--- config.mk ---
export PLATFORM = sky130hd
export DESIGN_NAME = sonar_medidor_flat
export DESIGN_NICKNAME = d
export VERILOG_FILES = /design/src/rtl/sonar_medidor_pkg.sv /design/src/rtl/sonar_medidor_if.sv /design/src/rtl/sonar_medidor_contador_bcd_3digitos.sv /design/src/rtl/sonar_medidor.sv /design/src/flat_wrapper.sv
export SDC_FILE = /design/constraint.sdc
export NUM_CORES = 1
export LEC_CHECK = 0
export BUFFER_PORTS_ARGS = -buffer_cell sky130_fd_sc_hd__buf_2
export CORE_MARGIN = 2
export CORE_UTILIZATION = 39
export DETAILED_ROUTE_END_ITERATION = 12
export GPL_ROUTABILITY_DRIVEN = 0
export PLACE_DENSITY = 0.56
export SKIP_CTS_REPAIR_TIMING = 1
export SKIP_LAST_GASP = 1
export SLEW_MARGIN = 10
export SYNTH_ARGS = -nofsm -noshare
export SYNTH_HDL_FRONTEND = slang
export SYNTH_SLANG_ARGS = --single-unit
--- constraint.sdc ---
create_clock -name clock -period 2.15 [get_ports clock]
set_clock_uncertainty 0.1 [all_clocks]
set_input_delay 0.1075 -clock clock [delete_from_list [all_inputs] [get_ports clock]]
set_output_delay 0.1075 -clock clock [all_outputs]
set_load 0.02 [all_outputs]
--- src/rtl/sonar_medidor_pkg.sv ---
// Shared types for the sonar range stage: FSM state codes, BCD digit type and
// the saturating three-digit BCD increment used by the distance counter.
package sonar_pkg;

  typedef enum logic [3:0] {
    INICIAL       = 4'd0,
    ENVIA_TRIGGER = 4'd1,
    ESPERA_ECHO   = 4'd2,
    MEDINDO       = 4'd3,
    ARMAZENA      = 4'd4,
    FINAL_MEDIDA  = 4'd5,
    ERRO          = 4'd6
  } estado_t;

  typedef logic [3:0] bcd_digit_t;

  localparam logic [11:0] BCD_MAX = 12'h999;

  // Returns v+1 in BCD, holding at 999 instead of wrapping to 000.
  function automatic logic [11:0] bcd_incr_sat(input logic [11:0] v);
    bcd_digit_t c;
    bcd_digit_t d;
    bcd_digit_t u;
    logic [11:0] r;
    {c, d, u} = v;
    if (v == BCD_MAX) begin
      r = v;
    end else begin
      if (u == 4'd9) begin
        u = 4'd0;
        if (d == 4'd9) begin
          d = 4'd0;
          c = c + 4'd1;
        end else begin
          d = d + 4'd1;
        end
      end else begin
        u = u + 4'd1;
      end
      r = {c, d, u};
    end
    return r;
  endfunction

endpackage

--- src/rtl/sonar_medidor_if.sv ---
// Sensor-side and result-side signals of the sonar range stage.
// master drives the request and echo; slave is the measuring block.
interface sonar_medidor_if;
  logic        medir;
  logic        echo;
  logic        trigger;
  logic [11:0] medida;
  logic        pronto;
  logic        timeout;
  logic [3:0]  db_estado;

  modport master (
    output medir, echo,
    input  trigger, medida, pronto, timeout, db_estado
  );

  modport slave (
    input  medir, echo,
    output trigger, medida, pronto, timeout, db_estado
  );
endinterface

--- src/rtl/sonar_medidor_contador_bcd_3digitos.sv ---
// Three-digit BCD counter with clear, increment enable and hold at 999.
// proximo exposes the saturated next value so callers can round without a second adder.
module contador_bcd_3digitos
  import sonar_pkg::*;
(
  input  logic        clock,
  input  logic        reset,
  input  logic        limpa,
  input  logic        conta,
  output logic [11:0] valor,
  output logic [11:0] proximo,
  output logic        no_maximo
);

  assign proximo   = bcd_incr_sat(valor);
  assign no_maximo = (valor == BCD_MAX);

  always_ff @(posedge clock) begin
    if (!reset || limpa) begin
      valor <= 12'h000;
    end else if (conta) begin
      valor <= proximo;
    end
  end

endmodule

--- src/rtl/sonar_medidor.sv ---
// HC-SR04 range measurement: trigger pulse, echo timing and BCD centimetre result.
// Echo is resynchronised; result lands two edges after the synced echo fall.
module sonar_medidor
  import sonar_pkg::*;
#(
  parameter int CLOCKS_PER_CM  = 2941,
  parameter int TRIGGER_CYCLES = 500,
  parameter int TIMEOUT_CYCLES = 2_500_000
) (
  input  logic            clock,
  input  logic            reset,
  sonar_medidor_if.slave  bus
);

  localparam int SUB_W = $clog2(CLOCKS_PER_CM);
  localparam int TRG_W = $clog2(TRIGGER_CYCLES + 1);
  localparam int TMO_W = $clog2(TIMEOUT_CYCLES + 1);

  localparam logic [SUB_W-1:0] SUB_ULT  = SUB_W'(CLOCKS_PER_CM - 1);
  localparam logic [SUB_W-1:0] SUB_MEIO = SUB_W'(CLOCKS_PER_CM / 2);
  localparam logic [TRG_W-1:0] TRG_ULT  = TRG_W'(TRIGGER_CYCLES - 1);
  localparam logic [TMO_W-1:0] TMO_ULT  = TMO_W'(TIMEOUT_CYCLES - 1);

  estado_t          estado;
  logic [TRG_W-1:0] trg_cnt;
  logic [SUB_W-1:0] sub_cnt;
  logic [TMO_W-1:0] tmo_cnt;
  logic             echo_s1, echo_s2, echo_s3;
  logic             sobe, desce, tmo_fim, em_espera;
  logic             trigger_r, pronto_r, timeout_r;
  logic [11:0]      medida_r;
  logic [11:0]      bcd_valor, bcd_prox;
  logic             bcd_max, bcd_conta;

  always_ff @(posedge clock) begin
    if (!reset) begin
      echo_s1 <= 1'b0;
      echo_s2 <= 1'b0;
      echo_s3 <= 1'b0;
    end else begin
      echo_s1 <= bus.echo;
      echo_s2 <= echo_s1;
      echo_s3 <= echo_s2;
    end
  end

  // Edges are relative to the previous synced sample, so an echo that is
  // already high on entry to ESPERA_ECHO never looks like a rising edge.
  assign sobe      = echo_s2 & ~echo_s3;
  assign desce     = ~echo_s2 & echo_s3;
  assign em_espera = (estado == ESPERA_ECHO) || (estado == MEDINDO);
  assign tmo_fim   = em_espera && (tmo_cnt == TMO_ULT);

  always_ff @(posedge clock) begin
    if (!reset || estado == ENVIA_TRIGGER) begin
      tmo_cnt <= '0;
    end else if (em_espera) begin
      tmo_cnt <= tmo_cnt + TMO_W'(1);
    end
  end

  always_ff @(posedge clock) begin
    if (!reset || estado == ENVIA_TRIGGER) begin
      sub_cnt <= '0;
    end else if (estado == MEDINDO) begin
      sub_cnt <= (sub_cnt == SUB_ULT) ? '0 : sub_cnt + SUB_W'(1);
    end
  end

  assign bcd_conta = (estado == MEDINDO) && (sub_cnt == SUB_ULT) && !bcd_max;

  contador_bcd_3digitos u_bcd (
    .clock     (clock),
    .reset     (reset),
    .limpa     (estado == ENVIA_TRIGGER),
    .conta     (bcd_conta),
    .valor     (bcd_valor),
    .proximo   (bcd_prox),
    .no_maximo (bcd_max)
  );

  always_ff @(posedge clock) begin
    if (!reset) begin
      estado    <= INICIAL;
      trg_cnt   <= '0;
      trigger_r <= 1'b0;
      pronto_r  <= 1'b0;
      timeout_r <= 1'b0;
      medida_r  <= 12'h000;
    end else begin
      pronto_r  <= 1'b0;
      timeout_r <= 1'b0;
      case (estado)
        INICIAL: begin
          if (bus.medir) begin
            estado    <= ENVIA_TRIGGER;
            trigger_r <= 1'b1;
            trg_cnt   <= '0;
          end
        end
        ENVIA_TRIGGER: begin
          if (trg_cnt == TRG_ULT) begin
            estado    <= ESPERA_ECHO;
            trigger_r <= 1'b0;
          end else begin
            trg_cnt <= trg_cnt + TRG_W'(1);
          end
        end
        ESPERA_ECHO: begin
          if (tmo_fim) begin
            estado    <= ERRO;
            timeout_r <= 1'b1;
          end else if (sobe) begin
            estado <= MEDINDO;
          end
        end
        MEDINDO: begin
          // Timeout is checked first so it wins over a coincident echo fall.
          if (tmo_fim) begin
            estado    <= ERRO;
            timeout_r <= 1'b1;
          end else if (desce) begin
            estado <= ARMAZENA;
          end
        end
        ARMAZENA: begin
          medida_r <= (sub_cnt >= SUB_MEIO) ? bcd_prox : bcd_valor;
          pronto_r <= 1'b1;
          estado   <= FINAL_MEDIDA;
        end
        FINAL_MEDIDA, ERRO: estado <= INICIAL;
        default:            estado <= INICIAL;
      endcase
    end
  end

  assign bus.trigger   = trigger_r;
  assign bus.pronto    = pronto_r;
  assign bus.timeout   = timeout_r;
  assign bus.medida    = medida_r;
  assign bus.db_estado = estado;

endmodule

--- src/flat_wrapper.sv ---
// flat-port wrapper written by rule: the top's interface ports become plain ports
module sonar_medidor_flat import sonar_pkg::*;
#(
  parameter int CLOCKS_PER_CM  = 2941,
  parameter int TRIGGER_CYCLES = 500,
  parameter int TIMEOUT_CYCLES = 2_500_000
)
  (clock, reset, bus_medir, bus_echo, bus_trigger, bus_medida, bus_pronto, bus_timeout, bus_db_estado);
  sonar_medidor_if bus_i ();
  input  logic clock;
  input  logic reset;
  input wire logic [$bits(bus_i.medir)-1:0] bus_medir;
  input wire logic [$bits(bus_i.echo)-1:0] bus_echo;
  output wire logic [$bits(bus_i.trigger)-1:0] bus_trigger;
  output wire logic [$bits(bus_i.medida)-1:0] bus_medida;
  output wire logic [$bits(bus_i.pronto)-1:0] bus_pronto;
  output wire logic [$bits(bus_i.timeout)-1:0] bus_timeout;
  output wire logic [$bits(bus_i.db_estado)-1:0] bus_db_estado;
  assign bus_i.medir = bus_medir;
  assign bus_i.echo = bus_echo;
  assign bus_trigger = bus_i.trigger;
  assign bus_medida = bus_i.medida;
  assign bus_pronto = bus_i.pronto;
  assign bus_timeout = bus_i.timeout;
  assign bus_db_estado = bus_i.db_estado;
  sonar_medidor #(.CLOCKS_PER_CM(CLOCKS_PER_CM), .TRIGGER_CYCLES(TRIGGER_CYCLES), .TIMEOUT_CYCLES(TIMEOUT_CYCLES)) u_core (.clock(clock), .reset(reset), .bus(bus_i));
endmodule
==> reports/results.ini, run 1 <==
[run_status]
status = finished, final reports clean

[critical_path]
cp_data_required_time_ns = 2.34
cp-startpoint = u_core.u_bcd.valor[5]
crit_slowest_cell = or4_4
path_cells = or3b_4, or4_4, or4_1, a21oi_1
r2r_slack_ns = 0.10
worstSetupEndpoint = u_core.u_bcd.valor[11]
critPathArrivalTime_ns = 2.24
reg2reg_depth = 4
worstSetupPathType = reg2reg
max_stage_delay_ns = 0.51
reg2reg_to = u_core.u_bcd.valor[11]
r2r_start = u_core.u_bcd.valor[5]
end_kind = flop
cp_max_fo = 4
critPathLaunchType = flop

[synthesis]
synthMuxAreaShare_pct = 0.515
synthCells = 469
synth_top_family_by_area = simple AND/OR/NAND/NOR gates
netlist_top_cells_area = dfxtp_1 (39%), a21oi_1 (4.4%), nor2_1 (4.1%), xnor2_1 (4.1%), o21ai_0 (3.7%)
syn_area_per_cell_sq_um = 8.29
syn_area_sq_um = 3890
synth-adder-area-share_pct = 2.25
ys_async_sr_fraction_pct = 0
synth-xor-area-share_pct = 5.63
yosys.area.top_type = dfxtp_1
synth_flop_cell = dfxtp_1
synthSimpleGateAreaFrac_pct = 31.2
synth_nets = 480
ys.warnings.count = 0
synth_top_cell_area_share_pct = 39.1
ys_types = 59
synth_edf_count = 0
seq_area_frac_synth_pct = 39.1
synth-seq-cells = 76
synth_compound_area_share_pct = 17.2

[min_path]
hold_path.class = in2reg
min_from = reset

[cells_and_area]
fin_nets = 524
multi_input_area_sq_um = 2220
fin_util_pct = 46.8
diodes = 0
area_delta_synth_final_pct = 17.0
regArea_sq_um = 1520
fin_cells = 651
drive_gt1_share_pct = 16.0
nFillCells = 988

[clocking]
cts_buffers = 9
cts_tree = yes
htree_levels = 3
clk_latency_ns = 0.36
clock_path_buffers = 2
cts_sinks = 76
clkTransAtPathRegs_ns = 0.09
cts-root-buf = clkbuf_8

[floorplanning]
die_area_sq_um = 10800
die_x_um = 104
io_pins = 23
fp-row-count = 36
core_area_sq_um = 9730
start_util_pct = 40.0
fp.dieH_um = 104

[timing]
slew_headroom_pct = 48.6
final-setup-viol-count = 0
tightest_slew_ns = 0.763
rsz0062_at_grt = false
period_share_pct = 95.2
max_freq_ghz = 0.488
slew_viol_final = 0
setup_tns_ns = 0
final.min_clock_period_ns = 2.05
whs_ns = 0.0615
hold_violations = 0

[placement]
hpwlAfterDp_um = 6680
placedCellCount = 634
portBuffers = 21

[pwr]
p_sw_mw = 0.621
vdd_drop_max_uv = 346
p_leak_nw = 1.54
pwr-share-comb_pct = 3.3
swShare_pct = 23.7
power_frac_seq_pct = 54.1
clkPwrFrac_pct = 42.6
power_density_nw_per_um2 = 576
p_int_mw = 2.00

[routing]
totalWireLength_um = 9450
vias = 3655
drc = 0
ant_nets = 0
drt_pass1_iterations = 7
drt_iter0_drc = 208
via_per_inst = 5.61
routedWlPerCell_um = 14.5

[global_routing]
grt_remaining_overflow = 0
antenna_found_initial = 0
grt_max_degree = 33
grt_use_total_pct = 18.1
grt_pass1_vias = 3420
grt_pass1_wl_um = 16200

[flow_run]
drv_cap = 0

worst min path at each step:
stage,cells past startpoint,end
after floorplan,1,u_core.echo_s1
after global placement,2,u_core.echo_s1
after detailed placement,2,u_core.echo_s1
after CTS,2,u_core.echo_s1
after global routing,3,u_core.bus.medida[3]
final,3,u_core.bus.medida[3]
flip-flops by register name (all words and copies together) (netlist names):
signal,cells
u_core.bus.timeout,1
u_core.bus.medida,12
u_core.u_bcd.valor,12
u_core.tmo_cnt,22
u_core.bus.db_estado,3
u_core.bus.pronto,1
u_core.trg_cnt,9
u_core.echo_s3,1
u_core.bus.trigger,1
u_core.echo_s2,1
u_core.sub_cnt,12
u_core.echo_s1,1
per-layer routing:
metal | GRT usage [%] | vias up | wire length [um]
met5 | 0 | - | 0
met4 | 4.15 | 0 | 119
met3 | 5.33 | 15 | 424
met2 | 28.9 | 73 | 4300
met1 | 24.3 | 1738 | 4610
li1 | - | 1829 | -
cell families after synthesis:
family / count (synthesis)
xor gates and xnor gates: 25
other: 1
DFF: 76
muxes: 2
and+or+nand+nor: 210
AOI/OAI and AO/OA: 109
adders and majority gates: 7
buffers and inverters: 39
layout make-up:
cell class              count  share of cell area (%)
clock inverters             6                    1.40
flip-flops and latches     76                    33.4
inverters                  13                    1.07
multi-input cells         354                    48.8
repair buffers             59                    8.63
well taps                 133                    3.65
clock buffers              10                    3.02
synthesized netlist by cell type, drive strengths merged (2+ instances only):
cell type  number
clkbuf         23
nor2           43
nor3            9
and3b           2
or4            14
a21oi          34
and4b           2
nand4bb         2
and3            7
xnor2          18
nand2b          3
and2            5
nand4b          4
nand2          29
a31oi           8
nor4b           3
nand3          20
or2             2
nand3b          3
buf             3
nor4           10
a21o            2
xor2            7
and4            6
a311oi          3
nor2b           4
a211oi          3
or3            14
o41ai           2
nor3b           5
nor4bb          3
a32oi           3
o31ai          13
nand4          17
or3b            2
mux2i           2
o21ai          30
dfxtp          76
ha              7
inv            12
power by group through the flow:
stage	clock [mW]	sequential (mW)	combinational [mW]
after floorplan	0	1.46	0.0544
after global placement	0	1.45	0.0841
after detailed placement	0	1.45	0.0849
after CTS	1.16	1.42	0.0849
after global routing	1.21	1.42	0.0944
final	1.12	1.42	0.0860
layout by cell type, fill, tap and decap left out, types with 13 or more instances in the layout:
master	count
o21ai_0	29
or4_1	13
xnor2_1	18
nand2_1	29
dfxtp_1	75
buf_4	37
o31ai_1	13
buf_2	21
nand3_1	20
nand4_1	17
nor2_1	43
a21oi_1	34
or3_1	14
stage by stage:
stage	total power, mW	setup slack, ns	cell area [sq um]
global placement	1.54	0.138	4340
detailed placement	1.54	0.116	4340
finish	2.62	0.102	4550
CTS	2.66	0.105	4540
floorplan	1.51	0.0173	3890
global route	2.73	0.00959	4550
worst max-delay path, delay by kind of cell (launching register included):
kind,cells,cell delay (ns)
compound gates,1,0.14
flops,1,0.32
simple gates,3,1.43
No activity file was read; power rests on OpenSTA's default activity.
==> run 2: changes to the inputs <==
--- a/config.mk
+++ b/config.mk
@@ -10,7 +10,9 @@
 export CORE_UTILIZATION = 39
 export DETAILED_ROUTE_END_ITERATION = 12
 export GPL_ROUTABILITY_DRIVEN = 0
+export HOLD_SLACK_MARGIN = 0.1
 export PLACE_DENSITY = 0.56
+export RECOVER_POWER = 100
 export SKIP_CTS_REPAIR_TIMING = 1
 export SKIP_LAST_GASP = 1
 export SLEW_MARGIN = 10
==> run 2 against run 1 <==
Compared with the run above: critical path depth unchanged; first-iteration DRC count up 0.96%; sequential share of layout area grew 0.10 points; via count barely moved; final cell count rose by 0.46%; worst hold slack better by 0.32 ns; core utilization fell by 0.14 points; non-clock buffer count increased by 3; clock power barely moved; register-to-register slack about the same.
==> reports/results.ini, run 2 (synthesis gave the netlist of run 1 again) <==
[floorplanning]
fp.dieH_um = 104  ; unchanged
start_util_pct = 40.0  ; unchanged
die_area_sq_um = 10800  ; unchanged
io_pins = 23  ; unchanged
fp-row-count = 36  ; unchanged
die_x_um = 104  ; unchanged
core_area_sq_um = 9730  ; unchanged

[cells_and_area]
regMostFlops = u_core.tmo_cnt  ; unchanged
drive_gt1_share_pct = 11.7  ; was 16.0%
area_delta_synth_final_pct = 16.7  ; was 17.0%
final_cell_area_sq_um = 4540  ; was 4550 sq um
layout_common_cells = dfxtp_1 (75), nor2_1 (43), a21oi_1 (34), o21ai_0 (30)  ; was dfxtp_1 (75), nor2_1 (43), buf_4 (37), a21oi_1 (34)
fin_nets = 527  ; was 524
final_common_cell = dfxtp_1  ; unchanged
largest_reg_flops = 22  ; unchanged
diodes = 0  ; unchanged
fin_util_pct = 46.7  ; was 46.8%

[pwr]
power_density_nw_per_um2 = 578  ; was 576 nW/um^2
p_leak_nw = 1.46  ; was 1.54 nW
vdd_drop_max_uv = 346  ; about the same
p_total_mw = 2.63  ; was 2.62 mW

[global_routing]
grt_pass1_wl_um = 16200  ; unchanged
antenna_found_initial = 0  ; unchanged
grt_remaining_overflow = 0  ; unchanged
grt_use_total_pct = 18.1  ; unchanged
grt_pass1_vias = 3420  ; unchanged
grt_max_degree = 33  ; unchanged

[flow_run]
drv_cap = 0  ; unchanged

[routing]
via_per_inst = 5.59  ; was 5.61
totalWireLength_um = 9460  ; was 9450 um
drt_pass1_iterations = 4  ; was 7
ant_nets = 0  ; unchanged
drc = 0  ; unchanged
vias = 3653  ; was 3655
routedWlPerCell_um = 14.5  ; about the same
drt_iter0_drc = 210  ; was 208

[timing]
final-setup-viol-count = 0  ; unchanged
max_freq_ghz = 0.489  ; was 0.488 GHz
slew_viol_final = 0  ; unchanged
final.min_clock_period_ns = 2.05  ; about the same
rsz0062_at_grt = false  ; unchanged
whs_ns = 0.384  ; was 0.0615 ns
hold_violations = 0  ; unchanged
tightest_slew_ns = 0.775  ; was 0.763 ns
setup_tns_ns = 0  ; unchanged
period_share_pct = 95.2  ; about the same
slew_headroom_pct = 47.9  ; was 48.6%

[min_path]
hold_path.class = reg2reg  ; was in2reg
hold_depth = 1  ; was 3

[clocking]
cts_tree = yes  ; unchanged
clkTransAtPathRegs_ns = 0.08  ; was 0.09 ns
htree_levels = 3  ; unchanged
clk_latency_ns = 0.36  ; about the same
cts-root-buf = clkbuf_8  ; unchanged
cts_buffers = 9  ; unchanged
cts_sinks = 76  ; unchanged
clock_path_buffers = 2  ; unchanged

[placement]
portBuffers = 21  ; unchanged
post_dp_cell_area_sq_um = 4340  ; unchanged
hpwlAfterDp_um = 6680  ; unchanged

[critical_path]
end_kind = flop  ; unchanged
cp_max_fo = 4  ; unchanged
critPathLaunchType = flop  ; unchanged
cp_data_required_time_ns = 2.34  ; about the same
worstSetupPathType = reg2reg  ; unchanged
reg2reg_depth = 4  ; unchanged
critPathArrivalTime_ns = 2.23  ; was 2.24 ns

[run_status]
status = finished, final reports clean  ; unchanged

[run 2: cell count changes in the layout (fill, tap and decap cells not counted), sizes merged]
cell and change:
clkbuf +24, buf -24, dlygate4sd3 +3
[run 2: area by class of cell]
cell class	instances	area, sq um
clock buffers	10	138
clock inverters	6	63.8
fillers	1004	5190
inverters	13	48.8
multi-input cells	354	2220
flip-flops and latches	76	1520
well taps	133	166
repair buffers	62	379
[run 2: worst max-delay path: stages (launching register included)]
cell,delay [ns]
dfxtp_1,0.32
or3b_4,0.41
or4_4,0.51
or4_1,0.51
a21oi_1,0.14
[run 2: worst paths after layout]
check	startpoint	to	slack, ns
setup / recovery	u_core.u_bcd.valor[5]	u_core.u_bcd.valor[11]	0.10
hold / removal	u_core.bus.medida[9]	u_core.bus.medida[9]	0.38
setup reg to reg	u_core.u_bcd.valor[5]	u_core.u_bcd.valor[11]	0.10
hold reg to reg	u_core.bus.medida[9]	u_core.bus.medida[9]	0.38
[run 2: layer usage]
metal  up-vias  global-route usage, %  share of wire [%]
li1       1837                      -                  -
met1      1731                   24.3                 49
met2        71                   28.9                 45
met3        14                   5.33                4.5
met4         0                   4.15                1.3
met5         -                      0                  0
[run 2: through the flow]
stage                     worst slack (ns)  cells
after floorplan                     0.0173    469
after global placement               0.138    634
after detailed placement             0.116    634
after CTS                            0.105    650
after global routing               0.00519    654
final                                0.104    654
[run 2: power breakdown]
group | internal [mW] | switching, mW
Clock | 0.565 | 0.552
Combinational | 0.0270 | 0.0621
Sequential | 1.41 | 0.00576
Total | 2.01 | 0.619
==> run 3: changes to the inputs <==
--- a/config.mk
+++ b/config.mk
@@ -6,6 +6,7 @@
 export NUM_CORES = 1
 export LEC_CHECK = 0
 export BUFFER_PORTS_ARGS = -buffer_cell sky130_fd_sc_hd__buf_2
+export CORE_ASPECT_RATIO = 1.4
 export CORE_MARGIN = 2
 export CORE_UTILIZATION = 39
 export DETAILED_ROUTE_END_ITERATION = 12
==> run 3 against run 2 <==
Compared with the run above: via count decreased by 2.0%; worst hold slack got worse by 0.29 ns; total power up 17%; non-clock buffer count is 6 lower; sequential share of layout area down 0.27 points; count of clock-buffer cells in the layout unchanged; register-to-register slack barely moved; core utilization increased by 0.073 points; sequential power about the same; sequential cell count unchanged; largest cell class unchanged; largest power group is now clock.
==> reports/results.ini, run 3 (synthesis gave the netlist of run 1 again) <==
[global_routing]
antenna_found_initial = 0  ; unchanged
grt_remaining_overflow = 0  ; unchanged
grt_pass1_wl_um = 15800  ; was 16200 um
grt_max_degree = 23  ; was 33
grt_use_total_pct = 18.6  ; was 18.1%
grt_pass1_vias = 3266  ; was 3420

[critical_path]
worstSetupPathType = reg2reg  ; unchanged
path_cells = or3b_4, or4_4, or4_1, a21oi_1  ; unchanged
critPathArrivalTime_ns = 2.22  ; was 2.23 ns
cp-startpoint = u_core.u_bcd.valor[5]  ; unchanged
cp_max_fo = 4  ; unchanged
r2r_start = u_core.u_bcd.valor[5]  ; unchanged
cp_data_required_time_ns = 2.32  ; was 2.34 ns
max_stage_delay_ns = 0.51  ; about the same
crit_slowest_cell = or4_4  ; unchanged
end_kind = flop  ; unchanged
critPathLaunchType = flop  ; unchanged

[floorplanning]
io_pins = 23  ; unchanged
die_x_um = 88.4  ; was 104 um
die_area_sq_um = 10800  ; about the same
core_area_sq_um = 9790  ; was 9730 sq um
fp.dieH_um = 122  ; was 104 um
start_util_pct = 39.7  ; was 40.0%
fp-row-count = 43  ; was 36

[clocking]
clk_latency_ns = 0.33  ; was 0.36 ns
cts_buffers = 9  ; unchanged
cts_tree = yes  ; unchanged
clkTransAtPathRegs_ns = 0.06  ; was 0.08 ns
cts_sinks = 76  ; unchanged
htree_levels = 3  ; unchanged
cts-root-buf = clkbuf_16  ; was clkbuf_8
clock_path_buffers = 2  ; unchanged

[timing]
tightest_slew_ns = 0.665  ; was 0.775 ns
slew_headroom_pct = 55.3  ; was 47.9%
worst_slack_ns = 0.0985  ; was 0.104 ns
final-setup-viol-count = 0  ; unchanged
hold_violations = 0  ; unchanged
whs_ns = 0.0933  ; was 0.384 ns
max_freq_ghz = 0.487  ; was 0.489 GHz
period_share_pct = 95.4  ; was 95.2%
final.min_clock_period_ns = 2.05  ; about the same
setup_tns_ns = 0  ; unchanged
rsz0062_at_grt = false  ; unchanged
slew_viol_final = 0  ; unchanged

[run_status]
status = finished, final reports clean  ; unchanged

[routing]
drc = 0  ; unchanged
totalWireLength_um = 9420  ; was 9460 um
ant_nets = 0  ; unchanged
via_per_inst = 5.52  ; was 5.59
routedWlPerCell_um = 14.5  ; about the same
drt_iter0_drc = 160  ; was 210
drt_pass1_iterations = 5  ; was 4
vias = 3581  ; was 3653

[pwr]
p_int_mw = 2.45  ; was 2.01 mW
power_frac_seq_pct = 46.2  ; was 54.1%
p_leak_nw = 1.46  ; about the same
p_sw_mw = 0.632  ; was 0.619 mW
pwr-share-comb_pct = 2.8  ; was 3.4%
vdd_drop_max_uv = 350  ; was 346 uV
swShare_pct = 20.5  ; was 23.6%
power_density_nw_per_um2 = 673  ; was 578 nW/um^2
clkPwrFrac_pct = 51.0  ; was 42.5%

[cells_and_area]
largest_reg_flops = 22  ; unchanged
fin_cells = 649  ; was 654
drive_gt1_share_pct = 10.1  ; was 11.7%
fin_nets = 521  ; was 527
final_common_cell = dfxtp_1  ; unchanged
regMostFlops = u_core.tmo_cnt  ; unchanged
diodes = 0  ; unchanged
layout_common_cells = dfxtp_1 (75), nor2_1 (43), a21oi_1 (34), nand2_1 (29), o21ai_0 (29)  ; was dfxtp_1 (75), nor2_1 (43), a21oi_1 (34), o21ai_0 (30)
area_delta_synth_final_pct = 17.6  ; was 16.7%
nFillCells = 1025  ; was 1004

[flow_run]
drv_cap = 0  ; unchanged

[placement]
pre_cts_ws_ns = 0.105  ; was 0.116 ns
placedCellCount = 633  ; was 634
hpwlAfterDp_um = 6800  ; was 6680 um
portBuffers = 21  ; unchanged

[min_path]
hold_path.class = in2reg  ; was reg2reg
min_from = reset  ; was u_core.bus.medida[9]

run 3: metrics by stage:
stage | util [%] | cell area (sq um) | power [mW]
6_report | 46.7 | 4580 | 3.08
5_1_grt | 46.7 | 4580 | 3.18
4_1_cts | 47.3 | 4630 | 3.11
3_5_place_dp | 44.1 | 4320 | 1.54
3_3_place_gp | 44.1 | 4320 | 1.54
2_1_floorplan | - | 3890 | 1.51
run 3: final timing paths:
path	end	slack, ns	cells after the start
worst max register to register	u_core.u_bcd.valor[11]	0.1	4
worst max-delay path	u_core.u_bcd.valor[11]	0.1	4
worst min register to register	u_core.echo_s2	0.33	1
worst min-delay path	u_core.bus.medida[5]	0.09	3
run 3: routing by layer:
layer  vias up  share of wire (%)  global-route usage (%)
met2        48                 50                    30.6
met1      1691                 45                    23.0
met4         0                2.1                    8.43
met3        15                2.7                    4.07
met5         -                  0                       0
li1       1827                  -                       -
run 3: layout make-up:
type	instances	area, sq um	share of cell area, %
well taps	135	169	3.69
inverters	13	48.8	1.07
multi-input cells	354	2220	48.5
clock buffers	10	229	5.00
flip-flops and latches	76	1520	33.3
repair buffers	56	309	6.75
clock inverters	5	77.6	1.70
run 3: power groups by stage:
stage,logic (mW),registers (mW),clock network [mW]
2_1_floorplan,0.0544,1.46,0
6_report,0.0862,1.42,1.57
3_5_place_dp,0.0865,1.45,0
4_1_cts,0.0867,1.42,1.61
5_1_grt,0.0953,1.42,1.67
3_3_place_gp,0.0863,1.45,0
run 3: critical path, delay by kind of cell, from the launching register on:
family	cells	cell delay, ns
AO/OA/AOI/OAI	1	0.15
flip-flops	1	0.31
AND/OR/NAND/NOR	3	1.43
